## src/rtl/inst_fetch_queue.sv

```systemverilog
// inst_fetch_queue: instruction fetch front end.
// Owns the PC and drives it to a zero-latency instruction ROM. Each returned
// word is captured with its PC into a small circular queue that feeds decode.
// Redirects from later stages flush the queue and reload the PC.
// Optional build macro FETCH_HALT_EN adds a 'halted' output. When it is
// defined, fetch stops after an all-zero instruction has been enqueued.
module inst_fetch_queue #(
    parameter int ADDR_W   = 12,
    parameter int INST_W   = 19,
    parameter int QDEPTH   = 4,
    parameter int RESET_PC = 0
) (
    input  logic                       clk,
    input  logic                       rst,
    output logic [ADDR_W-1:0]          pc,
    input  logic [INST_W-1:0]          instruction,
    input  logic                       redirect_valid,
    input  logic [ADDR_W-1:0]          redirect_pc,
    input  logic                       id_ready,
    output logic                       id_valid,
    output logic [INST_W-1:0]          id_inst,
    output logic [ADDR_W-1:0]          id_pc,
    output logic [ADDR_W-1:0]          id_pc_plus1,
    output logic [$clog2(QDEPTH):0]    q_count
`ifdef FETCH_HALT_EN
    ,
    output logic                       halted
`endif
);

    localparam int PW = $clog2(QDEPTH);
    localparam int CW = PW + 1;

    localparam logic [ADDR_W-1:0] ADDR_ONE = ADDR_W'(1);
    localparam logic [PW-1:0]     PTR_ONE  = PW'(1);
    localparam logic [CW-1:0]     CNT_ONE  = CW'(1);
    localparam logic [CW-1:0]     CNT_FULL = CW'(QDEPTH);
    localparam logic [ADDR_W-1:0] PC_RST   = ADDR_W'(RESET_PC);

    // Architectural state
    logic [ADDR_W-1:0] r_pc;
    logic [PW-1:0]     r_rd_ptr;
    logic [PW-1:0]     r_wr_ptr;
    logic [CW-1:0]     r_count;

    // Queue storage; no reset needed because r_count gates visibility
    logic [INST_W-1:0] r_inst_mem [QDEPTH];
    logic [ADDR_W-1:0] r_pc_mem   [QDEPTH];

    logic              w_pop;
    logic              w_push;
    logic              w_not_full;
    logic              w_fetch_block;
    logic [INST_W-1:0] w_head_inst;
    logic [ADDR_W-1:0] w_head_pc;

`ifdef FETCH_HALT_EN
    logic r_halted;
    assign halted        = r_halted;
    assign w_fetch_block = r_halted;
`else
    assign w_fetch_block = 1'b0;
`endif

    assign id_valid   = (r_count != '0);
    assign w_pop      = id_valid & id_ready;
    assign w_not_full = (r_count < CNT_FULL);
    // A push is allowed into a full queue when the head leaves on the same edge
    assign w_push     = !redirect_valid & (w_not_full | w_pop) & !w_fetch_block;

    assign w_head_inst = r_inst_mem[r_rd_ptr];
    assign w_head_pc   = r_pc_mem[r_rd_ptr];

    // Head outputs are forced to zero when the queue is empty
    assign id_inst     = id_valid ? w_head_inst : '0;
    assign id_pc       = id_valid ? w_head_pc : '0;
    assign id_pc_plus1 = id_valid ? (w_head_pc + ADDR_ONE) : '0;

    assign pc      = r_pc;
    assign q_count = r_count;

    // Queue write port: capture the current PC and ROM word on each push
    always_ff @(posedge clk) begin
        if (!rst && w_push) begin
            r_inst_mem[r_wr_ptr] <= instruction;
            r_pc_mem[r_wr_ptr]   <= r_pc;
        end
    end

    // PC, pointers and occupancy: reset beats redirect, redirect beats push/pop
    always_ff @(posedge clk) begin
        if (rst) begin
            r_pc     <= PC_RST;
            r_rd_ptr <= '0;
            r_wr_ptr <= '0;
            r_count  <= '0;
        end else if (redirect_valid) begin
            // Flush: any pop this cycle is dropped, nothing is enqueued
            r_pc     <= redirect_pc;
            r_rd_ptr <= '0;
            r_wr_ptr <= '0;
            r_count  <= '0;
        end else begin
            if (w_push) begin
                r_pc     <= r_pc + ADDR_ONE;
                r_wr_ptr <= r_wr_ptr + PTR_ONE;
            end
            if (w_pop) begin
                r_rd_ptr <= r_rd_ptr + PTR_ONE;
            end
            case ({w_push, w_pop})
                2'b10:   r_count <= r_count + CNT_ONE;
                2'b01:   r_count <= r_count - CNT_ONE;
                default: r_count <= r_count;
            endcase
        end
    end

`ifdef FETCH_HALT_EN
    // Halt latch: set when a zero word is enqueued, cleared by redirect or reset
    always_ff @(posedge clk) begin
        if (rst) begin
            r_halted <= 1'b0;
        end else if (redirect_valid) begin
            r_halted <= 1'b0;
        end else if (w_push && (instruction == '0)) begin
            r_halted <= 1'b1;
        end
    end
`endif

endmodule

```

## config.mk

```make
export PLATFORM = sky130hd
export DESIGN_NAME = inst_fetch_queue
export DESIGN_NICKNAME = d
export VERILOG_FILES = /design/src/rtl/inst_fetch_queue.sv
export SDC_FILE = /design/constraint.sdc
export NUM_CORES = 1
export LEC_CHECK = 0
export CORE_MARGIN = 3
export CORE_UTILIZATION = 52
export CTS_BUF_LIST = sky130_fd_sc_hd__clkbuf_16
export CTS_CLUSTER_DIAMETER = 40
export CTS_CLUSTER_SIZE = 20
export DETAILED_ROUTE_END_ITERATION = 10
export PLACE_DENSITY_LB_ADDON = 0.25
export SLEW_MARGIN = 10
export SYNTH_ARGS = -nofsm -noshare
export SYNTH_HDL_FRONTEND = slang
export SYNTH_SLANG_ARGS = --single-unit
```

## constraint.sdc

```tcl
create_clock -name clk -period 2.8 [get_ports clk]
set_input_delay 0.56 -clock clk [delete_from_list [all_inputs] [get_ports clk]]
set_output_delay 0.56 -clock clk [all_outputs]
set_load 0.01 [all_outputs]
```

==> results of run 1 <==
[registers in the layout, indices dropped and copies added (netlist names), named ones only]
name,flops
pc,12
q_count,3
r_inst_mem,76
r_pc_mem,48
r_rd_ptr,2
r_wr_ptr,2
[layout make-up]
cell class / instances / area [sq um] / share of cell area
Sequential cell: 145 / 4150 / 0.516
Multi-Input combinational cell: 196 / 1850 / 0.230
Timing Repair Buffer: 134 / 1270 / 0.158
Clock buffer: 17 / 425 / 0.0529
Tap cell: 140 / 175 / 0.0218
Clock inverter: 15 / 134 / 0.0166
Inverter: 11 / 41.3 / 0.00513
[cells in the final DEF, fill, tap and decap left out, drive strengths merged, types with 6 or more instances in the layout]
master,instances
nand3,9
a211oi,6
or3,6
and2,32
nor2,28
inv,17
and3,6
xnor2,9
a21oi,7
o21ai,8
clkinv,6
clkbuf,18
edfxtp,124
buf,50
mux4,31
clkdlybuf4s50,67
ha,7
dlygate4sd2,8
dfxtp,21
nand2,12
xor2,6
[what timing repair did]
item | 4_1_cts | 5_1_grt
pin swaps | 4 | 10
buffers inserted | 3 | 4
endpoints found under the setup margin | 42 | 32
resized for setup | 61 | 35
[layer usage]
layer	vias up	share of wire	global-route usage
met5	-	0	0
met4	0	0.010	0.0649
met2	156	0.53	0.342
met3	12	0.070	0.0509
li1	1693	-	-
met1	1850	0.39	0.262
[cells by family (layout without fill, tap and decap cells)]
kind of cell	count (synthesis)	in the layout	synth area share
multiplexers	35	35	0.127
buffers and inverters	27	177	0.0193
adder cells (fa/ha/maj)	8	8	0.0178
XOR/XNOR	15	15	0.0218
flip-flops	145	145	0.686
AND/OR/NAND/NOR	112	112	0.100
AO/OA/AOI/OAI	26	26	0.0271
[path summary, 6_finish.rpt]
kind         slack [ps]         from  cells past startpoint        endpoint
max                -120    flip-flop                      8  id_pc_plus1[9]
min                 510  r_wr_ptr[1]                      2     r_wr_ptr[1]
max reg2reg         290   q_count[2]                     11      q_count[2]
min reg2reg         510  r_wr_ptr[1]                      2     r_wr_ptr[1]
[metrics by stage]
stage	worst slack (ps)	hold WS (ps)	util	total power, mW	area (sq um)
after detailed placement	-85.8	503	0.664	2.92	7350
final	-116	505	0.726	5.01	8050
after global placement	-60.1	483	0.664	2.91	7350
after floorplan	420	465	-	2.67	6040
after global routing	-205	538	0.726	5.19	8050
after CTS	-179	510	0.717	5.03	7940
[report_power, final]
| group | internal, mW | total [mW] | switching [mW] | leakage [nW] |
|---|---|---|---|---|
| combinational | 0.244 | 0.454 | 0.209 | 1.29 |
| sequential | 2.40 | 2.44 | 0.0413 | 1.31 |
| clock | 1.23 | 2.11 | 0.879 | 0.273 |
[critical path: stages (launching register included)]
cell and delay, ps:
dfxtp_4 420, buf_6 130, mux4_2 520, buf_6 140
nand4_1 130, buf_4 150, nor3_4 30, mux2_4 290
buf_6 120
==> results.md, run 1 <==
- Chip height: between 100 and 150 um
- GRT overflow: 0
- Worst setup margin: -116 ps
- Seq/Total Area, Yosys: 0.686
- CTS Hold Bufs: 0
- Port bufs: a little over 90
- DRT iter0 DRCs: ~270
- Commonest cells in the synthesized netlist: 124 x edfxtp_1, 32 x and2_1, 28 x nor2_1, 26 x mux4_2, 21 x dfxtp_1
- CTS tree: built
- Crit Path Class: reg2out
- Drt drc: 0
- Cell area after synthesis: 6040 sq um
- # placed instances: 619
- Starting Density: 0.545
- Fmax: around 340 MHz
- Slew @ Worst Pin: 393 ps
- Clock latency on the worst-skew pair: roughly 410 ps
- Fillcell total: 692
- Top-area cell type share of the netlist area: 0.617
- Post-route insts no fill: 658
- Yosys reg bits: 145
- Synth cell types: 34
- Deepest clock path buffer count: 2
- Area Growth Syn to Fin: 33.3%
- Slew margin rel.: 0.737
- TritonCTS Buffers: 17
- Initial antenna violation count: 0
- Worst EP arrival: 2360 ps
- FFs w/ async S/R, synth: 0
- Max_cap viols: 0
- Post-DP HPWL: 7930 um
- Setup crit end kind: output port
- Power density over the cells: around 620 nW/um^2
- TritonRoute pass-1 iters: 4
- Full die area: 12900 sq um
- Crit path time final: 2920 ps
- CTS Root Cell: clkbuf_16
- Clock transition at path regs: 60 ps
- Nets: 548
- Setup TNS: -655 ps
- Worst EP required: roughly 2200 ps
- Routed Antenna Nets: 0
- Global-route wire length before repair: between 15000 and 20000 um
- Failing checks: setup timing
- Status: complete, but fails checks
- Chip Width: about 110 um
- Count leader, synth: edfxtp_1
- Post-synth EDFFs: about 120
- Worst min path class: reg2reg
- DR WL/cell: 19.2 um
- CP max FO: 8
- RD Place Congestion: 0.813
- Critical path launch point type: flip-flop
- Synthesis warning total: 0
- Total track usage: 0.203
- CTS H-Tree Depth: 4
- Largest net degree at the start of global routing: 32
- Core area: 11100 sq um
- Vias per cell: 5.64
- Leak pwr: roughly 2.9 nW
- Routed vias: roughly 3700
- Setup violations, final: 20
- Vias in the first global route: 3804
- Skew final: 9.85 ps
- Top cells by area, synth: edfxtp_1 62%, mux4_2 9.7%, dfxtp_1 7.0%
- Post-synth top area cell: edfxtp_1
- Number of clock sinks: 145
- Syn_area_per_cell: 16.4 sq um
- Share of cells above drive strength 1: 0.259
- Synthesized net count: 411
- Fin crit share: 1.04
- Antenna cells: 0
- Top FF cell, synth: edfxtp_1
- FP Rows: 38
- Hold Violations, Final: 0
- Mapped Cells: roughly 370
- RSZ-0062 raised after global routing: true
- Pins Over Slew Limit: 0
- Ports: 94
- Worst VDD drop: 0.000458 V
- DRT Wirelength: 12700 um
Power figures use the tool's default switching activity.
==> run 2: changes to the inputs <==
--- a/config.mk
+++ b/config.mk
@@ -7,7 +7,6 @@
 export LEC_CHECK = 0
 export CORE_MARGIN = 3
 export CORE_UTILIZATION = 52
-export CTS_BUF_LIST = sky130_fd_sc_hd__clkbuf_16
 export CTS_CLUSTER_DIAMETER = 40
 export CTS_CLUSTER_SIZE = 20
 export DETAILED_ROUTE_END_ITERATION = 10
==> run 2 against run 1 <==
The flow still finishes with violations (setup timing). Critical path type unchanged. Setup slack hardly changed. Largest cell class unchanged. Clock skew hardly changed. Highest routed layer unchanged. Critical path depth stayed put. Register-to-register slack hardly changed. Global-route usage stayed put. Utilization stayed put. Combinational power hardly changed. Via count hardly changed. First-iteration DRC count stayed put.
==> results.md, run 2 (synthesis results as in run 1) <==
- Status: complete, but fails checks (unchanged)
- Failing checks: setup timing (unchanged)
- Full die area: 12900 sq um (unchanged)
- Share of cells above drive strength 1: 0.259 (unchanged)
- Most frequent cells in the layout: 124 x edfxtp_1, 67 x clkdlybuf4s50_1, 32 x and2_1 (unchanged)
- Setup TNS: -655 ps (about the same)
- Vias in the first global route: 3804 (unchanged)
- Clock transition at path regs: 60 ps (about the same)
- Crit path time final: 2920 ps (about the same)
- RD Place Congestion: 0.813 (unchanged)
- Crit Path Class: reg2out (unchanged)
- Slew @ Worst Pin: 394 ps (was 393 ps)
- Pins Over Slew Limit: 0 (unchanged)
- Post-Place Cell Area: 7350 sq um (unchanged)
- Final Instance Area: 8050 sq um (unchanged)
- DRT Wirelength: 12700 um (about the same)
- Total Power: 5.01 mW (about the same)
- Nets: 548 (unchanged)
- Slowest stage cell, crit path: mux4_2 (unchanged)
- Commonest non-fill, non-tap cell in the layout: edfxtp_1 (unchanged)
- Register with the most flip-flops: r_inst_mem (unchanged)
- CTS tree: built (unchanged)
- Drt drc: 0 (unchanged)
- Hold Violations, Final: 0 (unchanged)
- CTS Hold Bufs: 0 (unchanged)
- Starting Density: 0.545 (unchanged)
- Seq pwr share: 0.488 (about the same)
- DR WL/cell: 19.2 um (about the same)
- RSZ-0062 raised after global routing: true (unchanged)
- Internal power: 3.88 mW (about the same)
- Global-route wire length before repair: 20000 um (unchanged)
- Deepest clock path buffer count: 2 (unchanged)
- Core area: 11100 sq um (unchanged)
- Vias per cell: 5.64 (about the same)
- Clock power frac: 0.422 (was 0.421)
- CP cell instances: buf_6 > mux4_2 > buf_6 > nand4_1 > buf_4 > nor3_4 > mux2_4 > buf_6 (unchanged)
- Number of clock sinks: 145 (unchanged)
- Clock latency on the worst-skew pair: 410 ps (about the same)
- Initial antenna violation count: 0 (unchanged)
- Worst min path class: reg2reg (unchanged)
- Worst VDD drop: 0.000458 V (about the same)
- Net switching power figure: 1.13 mW (about the same)
- Fin crit share: 1.04 (about the same)
- Leak pwr: 2.87 nW (about the same)
- Antenna cells: 0 (unchanged)
- DRT iter0 DRCs: 274 (unchanged)
- Critical path's most frequent cell: buf_6 (unchanged)
- Post-DP HPWL: 7930 um (unchanged)
- Number of flip-flops under the largest register name: 76 (unchanged)
- Port bufs: 93 (unchanged)
- Max stage delay on crit path: 520 ps (about the same)
- Fmax: 343 MHz (about the same)
- Chip height: 114 um (unchanged)
- Setup violations, final: 20 (unchanged)
- Combinational power share: 0.091 (about the same)
- Power density over the cells: 622 nW/um^2 (about the same)
- Ports: 94 (unchanged)
- CTS Root Cell: clkbuf_16 (unchanged)
- Area Growth Syn to Fin: 33.3% (unchanged)
- Slew margin rel.: 0.737 (about the same)
- Largest net degree at the start of global routing: 32 (unchanged)
- CP max FO: 8 (unchanged)
- Routed Antenna Nets: 0 (unchanged)
- Critical path launch point type: flip-flop (unchanged)
- Setup crit end kind: output port (unchanged)
- FP Rows: 38 (unchanged)
- Worst EP arrival: 2360 ps (about the same)
- Chip Width: 114 um (unchanged)
- Total track usage: 0.203 (unchanged)
- Worst hold margin: 505 ps (unchanged)
- TritonCTS Buffers: 17 (unchanged)
- TritonRoute pass-1 iters: 4 (unchanged)
- Skew final: 9.85 ps (about the same)
- Worst EP required: 2240 ps (about the same)
- Placement Setup Slack: -85.8 ps (unchanged)
- Routed vias: 3713 (was 3711)
- GRT overflow: 0 (unchanged)
- CTS H-Tree Depth: 4 (unchanged)
- Worst setup margin: -116 ps (about the same)
- Sw frac: 0.225 (was 0.226)
- Max_cap viols: 0 (unchanged)
## run 2: cell count changes in the layout (fill, tap and decap cells not counted)
cell	before	now
inv_1	11	10
clkbuf_1	0	1
## run 2: path summary, 6_finish.rpt
kind / cells past startpoint / slack (ps) / startpoint / endpoint
min: 2 / 510 / r_wr_ptr[1] / r_wr_ptr[1]
max reg2reg: 11 / 290 / q_count[2] / q_count[2]
min reg2reg: 2 / 510 / r_wr_ptr[1] / r_wr_ptr[1]
max: 8 / -120 / flip-flop / id_pc_plus1[9]
## run 2: what timing repair did
action	in CTS	in global routing
gates resized for setup	61	35
setup buffers	3	4
gates cloned	0	0
pin swaps	4	10
endpoints found under the setup margin	42	32
## run 2: per-layer routing
layer	track usage	part of all wire	up-vias
met5	0	0	-
met4	0.0649	0.010	0
met3	0.0509	0.071	12
met2	0.342	0.53	158
met1	0.262	0.39	1849
li1	-	-	1694
## run 2: worst max-delay path, delay by kind of cell, from the launching register on
kind | cells | cell delay [ps]
simple gates | 2 | 160
buf+inv | 4 | 540
mux | 2 | 810
flops | 1 | 420
## run 2: power groups by stage
stage / logic, mW / registers, mW / clock network, mW
after floorplan: 0.186 / 2.48 / 0
after global placement: 0.427 / 2.48 / 0
after detailed placement: 0.437 / 2.49 / 0
after CTS: 0.438 / 2.44 / 2.16
after global routing: 0.488 / 2.45 / 2.25
final: 0.454 / 2.44 / 2.11
## run 2: area by class of cell
cell class,instances,area (sq um)
flip-flops and latches,145,4150
fillers,692,3030
multi-input cells,196,1850
repair buffers,134,1270
clock buffers,18,429
well taps,140,175
clock inverters,14,130
inverters,11,41.3
## run 2: stage by stage
step            util  instances
2_1_floorplan      -        368
3_3_place_gp   0.664        619
3_5_place_dp   0.664        619
4_1_cts        0.717        654
5_1_grt        0.726        658
6_report       0.726        658
==> run 3: changes to the inputs <==
--- a/config.mk
+++ b/config.mk
@@ -5,13 +5,15 @@
 export SDC_FILE = /design/constraint.sdc
 export NUM_CORES = 1
 export LEC_CHECK = 0
+export CORE_ASPECT_RATIO = 1.1
 export CORE_MARGIN = 3
 export CORE_UTILIZATION = 52
+export CTS_BUF_LIST = sky130_fd_sc_hd__clkbuf_8 sky130_fd_sc_hd__clkbuf_16
 export CTS_CLUSTER_DIAMETER = 40
 export CTS_CLUSTER_SIZE = 20
 export DETAILED_ROUTE_END_ITERATION = 10
 export PLACE_DENSITY_LB_ADDON = 0.25
-export SLEW_MARGIN = 10
+export SLEW_MARGIN = 20
 export SYNTH_ARGS = -nofsm -noshare
 export SYNTH_HDL_FRONTEND = slang
 export SYNTH_SLANG_ARGS = --single-unit
==> run 3 against run 2 <==
The flow still finishes with violations (setup timing). Non-clock buffer count rose by 4. Die area barely moved. Wire length rose by 4.8%. Design area rose by 1.7%. Final cell count rose by 1.7%. Sequential power barely moved. Sequential share of layout area fell by 0.87 points. Highest routed layer unchanged.
==> results.md, run 3 (synthesis results as in run 1) <==
- Fillcell total: 690 (was 692)
- Largest net degree at the start of global routing: 29 (was 32)
- Reg-to-reg endpoint: q_count[2] (unchanged)
- Vias in the first global route: 3833 (was 3804)
- Post-Place Cell Area: 7380 sq um (was 7350 sq um)
- CTS tree: built (unchanged)
- Chip height: 119 um (was 114 um)
- Ports: 94 (unchanged)
- Nets: 552 (was 548)
- Max stage delay on crit path: 560 ps (was 520 ps)
- Crit path time final: 2890 ps (was 2920 ps)
- Pins Over Slew Limit: 0 (unchanged)
- Worst EP arrival: 2330 ps (was 2360 ps)
- TritonCTS Buffers: 17 (unchanged)
- Register with the most flip-flops: r_inst_mem (unchanged)
- Number of flip-flops under the largest register name: 76 (unchanged)
- Initial antenna violation count: 0 (unchanged)
- Core area: 11100 sq um (about the same)
- Worst VDD drop: 0.000434 V (was 0.000458 V)
- Post-route insts no fill: 669 (was 658)
- Worst EP required: 2240 ps (about the same)
- CTS H-Tree Depth: 4 (unchanged)
- Cell family with most CP delay: multiplexers (unchanged)
- DRT iter0 DRCs: 228 (was 274)
- Leak pwr: 3.15 nW (was 2.87 nW)
- CTS Root Cell: clkbuf_16 (unchanged)
- Status: complete, but fails checks (unchanged)
- Drt drc: 0 (unchanged)
- Total track usage: 0.216 (was 0.203)
- CP endpoint: id_pc_plus1[10] (was id_pc_plus1[9])
- Buffer and inverter count on the worst path: 2 (was 4)
- RD Place Congestion: 0.755 (was 0.813)
- Clock latency on the worst-skew pair: 410 ps (about the same)
- Share of cells above drive strength 1: 0.268 (was 0.259)
- Worst setup margin: -91.8 ps (was -116 ps)
- Reg area: 4150 sq um (about the same)
- Worst hold margin: 515 ps (was 505 ps)
- DRT Wirelength: 13300 um (was 12700 um)
- GRT overflow: 0 (unchanged)
- Full die area: 12900 sq um (about the same)
- RSZ-0062 raised after global routing: true (unchanged)
- TritonRoute pass-1 iters: 5 (was 4)
- Global-route wire length before repair: 20900 um (was 20000 um)
- Antenna cells: 0 (unchanged)
- Most frequent cells in the layout: 124 x edfxtp_1, 50 x clkdlybuf4s50_1, 35 x buf_4 (was 124 x edfxtp_1, 67 x clkdlybuf4s50_1, 32 x and2_1)
- Fmax: 346 MHz (was 343 MHz)
- Power density over the cells: 655 nW/um^2 (was 622 nW/um^2)
- Setup crit end kind: output port (unchanged)
- R2r startpoint: q_count[1] (was q_count[2])
- Area Growth Syn to Fin: 35.5% (was 33.3%)
- Fin crit share: 1.03 (was 1.04)
- Crit Path Class: reg2out (unchanged)
- Number of clock sinks: 145 (unchanged)
- Hold Violations, Final: 0 (unchanged)
- Multi-input gate area: 1840 sq um (was 1850 sq um)
- Starting Density: 0.543 (was 0.545)
- Slowest stage cell, crit path: mux4_2 (unchanged)
- Placement Setup Slack: -113 ps (was -85.8 ps)
- Port bufs: 93 (unchanged)
- Routed Antenna Nets: 0 (unchanged)
- Skew final: 4.78 ps (was 9.85 ps)
- Post-DP HPWL: 8170 um (was 7930 um)
- Vias per cell: 5.58 (was 5.64)
- Setup TNS: -278 ps (was -655 ps)
- Crit path depth: 6 (was 8)
- CP max FO: 6 (was 8)
- Routed vias: 3736 (was 3713)
- R2R depth: 10 (was 11)
- CP cell instances: buf_6 > mux4_2 > and4_4 > and4_4 > mux2_4 > buf_6 (was buf_6 > mux4_2 > buf_6 > nand4_1 > buf_4 > nor3_4 > mux2_4 > buf_6)
- Chip Width: 109 um (was 114 um)
- FP Rows: 40 (was 38)
- DR WL/cell: 19.8 um (was 19.2 um)
- Deepest clock path buffer count: 2 (unchanged)
- Clock transition at path regs: 60 ps (about the same)
- Total Power: 5.36 mW (was 5.01 mW)
- Slew margin rel.: 0.728 (was 0.737)
- Setup slack, reg-to-reg: 230 ps (was 290 ps)
- Failing checks: setup timing (unchanged)
- # placed instances: 630 (was 619)
- Worst min path class: reg2reg (unchanged)
- Setup violations, final: 6 (was 20)
- Slew @ Worst Pin: 404 ps (was 394 ps)
- Fin util: 0.736 (was 0.726)
- Commonest non-fill, non-tap cell in the layout: edfxtp_1 (unchanged)
- Critical path launch point type: flip-flop (unchanged)
- Max_cap viols: 0 (unchanged)
- Final Instance Area: 8180 sq um (was 8050 sq um)
[run 3: cell count changes in the layout (fill, tap and decap cells not counted), sizes merged, moves of 2 or more]
cell / delta
clkdlybuf4s50: -17
dlymetal6s2s: +11
clkinvlp: -2
clkdlybuf4s15: -2
dlygate4sd2: +7
buf: +5
bufinv: +4
[run 3: cell type report]
type | count | area share
tap | 147 | 0.0225
sequential | 145 | 0.507
multi-input combinational | 196 | 0.224
clock inverter | 15 | 0.0283
clock buffer | 17 | 0.0520
timing repair buffer | 138 | 0.161
inverter | 11 | 0.00505
[run 3: routing by layer]
layer  track usage  wire, um  vias up
li1              -         -     1698
met1         0.293      5540     1890
met2         0.344      6890      138
met3        0.0585       726       10
met4        0.0671       112        0
met5             0         0        -
[run 3: worst min-delay path: stages, from the launching register on]
cell and delay [ps]:
dfxtp_1 350, nand2_1 70, a21oi_1 50
[run 3: how the worst min path moves through the flow]
stage	from	end	slack [ps]	cells after the start
2_1_floorplan	r_wr_ptr[1]	r_wr_ptr[1]	460	2
3_5_place_dp	r_wr_ptr[1]	r_wr_ptr[1]	500	2
4_1_cts	r_wr_ptr[1]	r_wr_ptr[1]	520	2
3_3_place_gp	r_wr_ptr[1]	r_wr_ptr[1]	480	2
5_1_grt	r_wr_ptr[1]	r_wr_ptr[1]	550	2
6_report	r_wr_ptr[1]	r_wr_ptr[1]	520	2
[run 3: where the power goes]
group          leakage, nW  switching [mW]  internal (mW)
combinational         1.52           0.211          0.234
sequential            1.31          0.0446           2.40
clock                0.322           0.876           1.60
total                 3.15            1.13           4.23
[run 3: what timing repair did]
action                                  4_1_cts  5_1_grt
pin swaps                                     9        7
endpoints found under the setup margin       43       29
hold buffers                                  0        0
buffers inserted                              6        1
resized for setup                            87       30
gates cloned                                  0        0
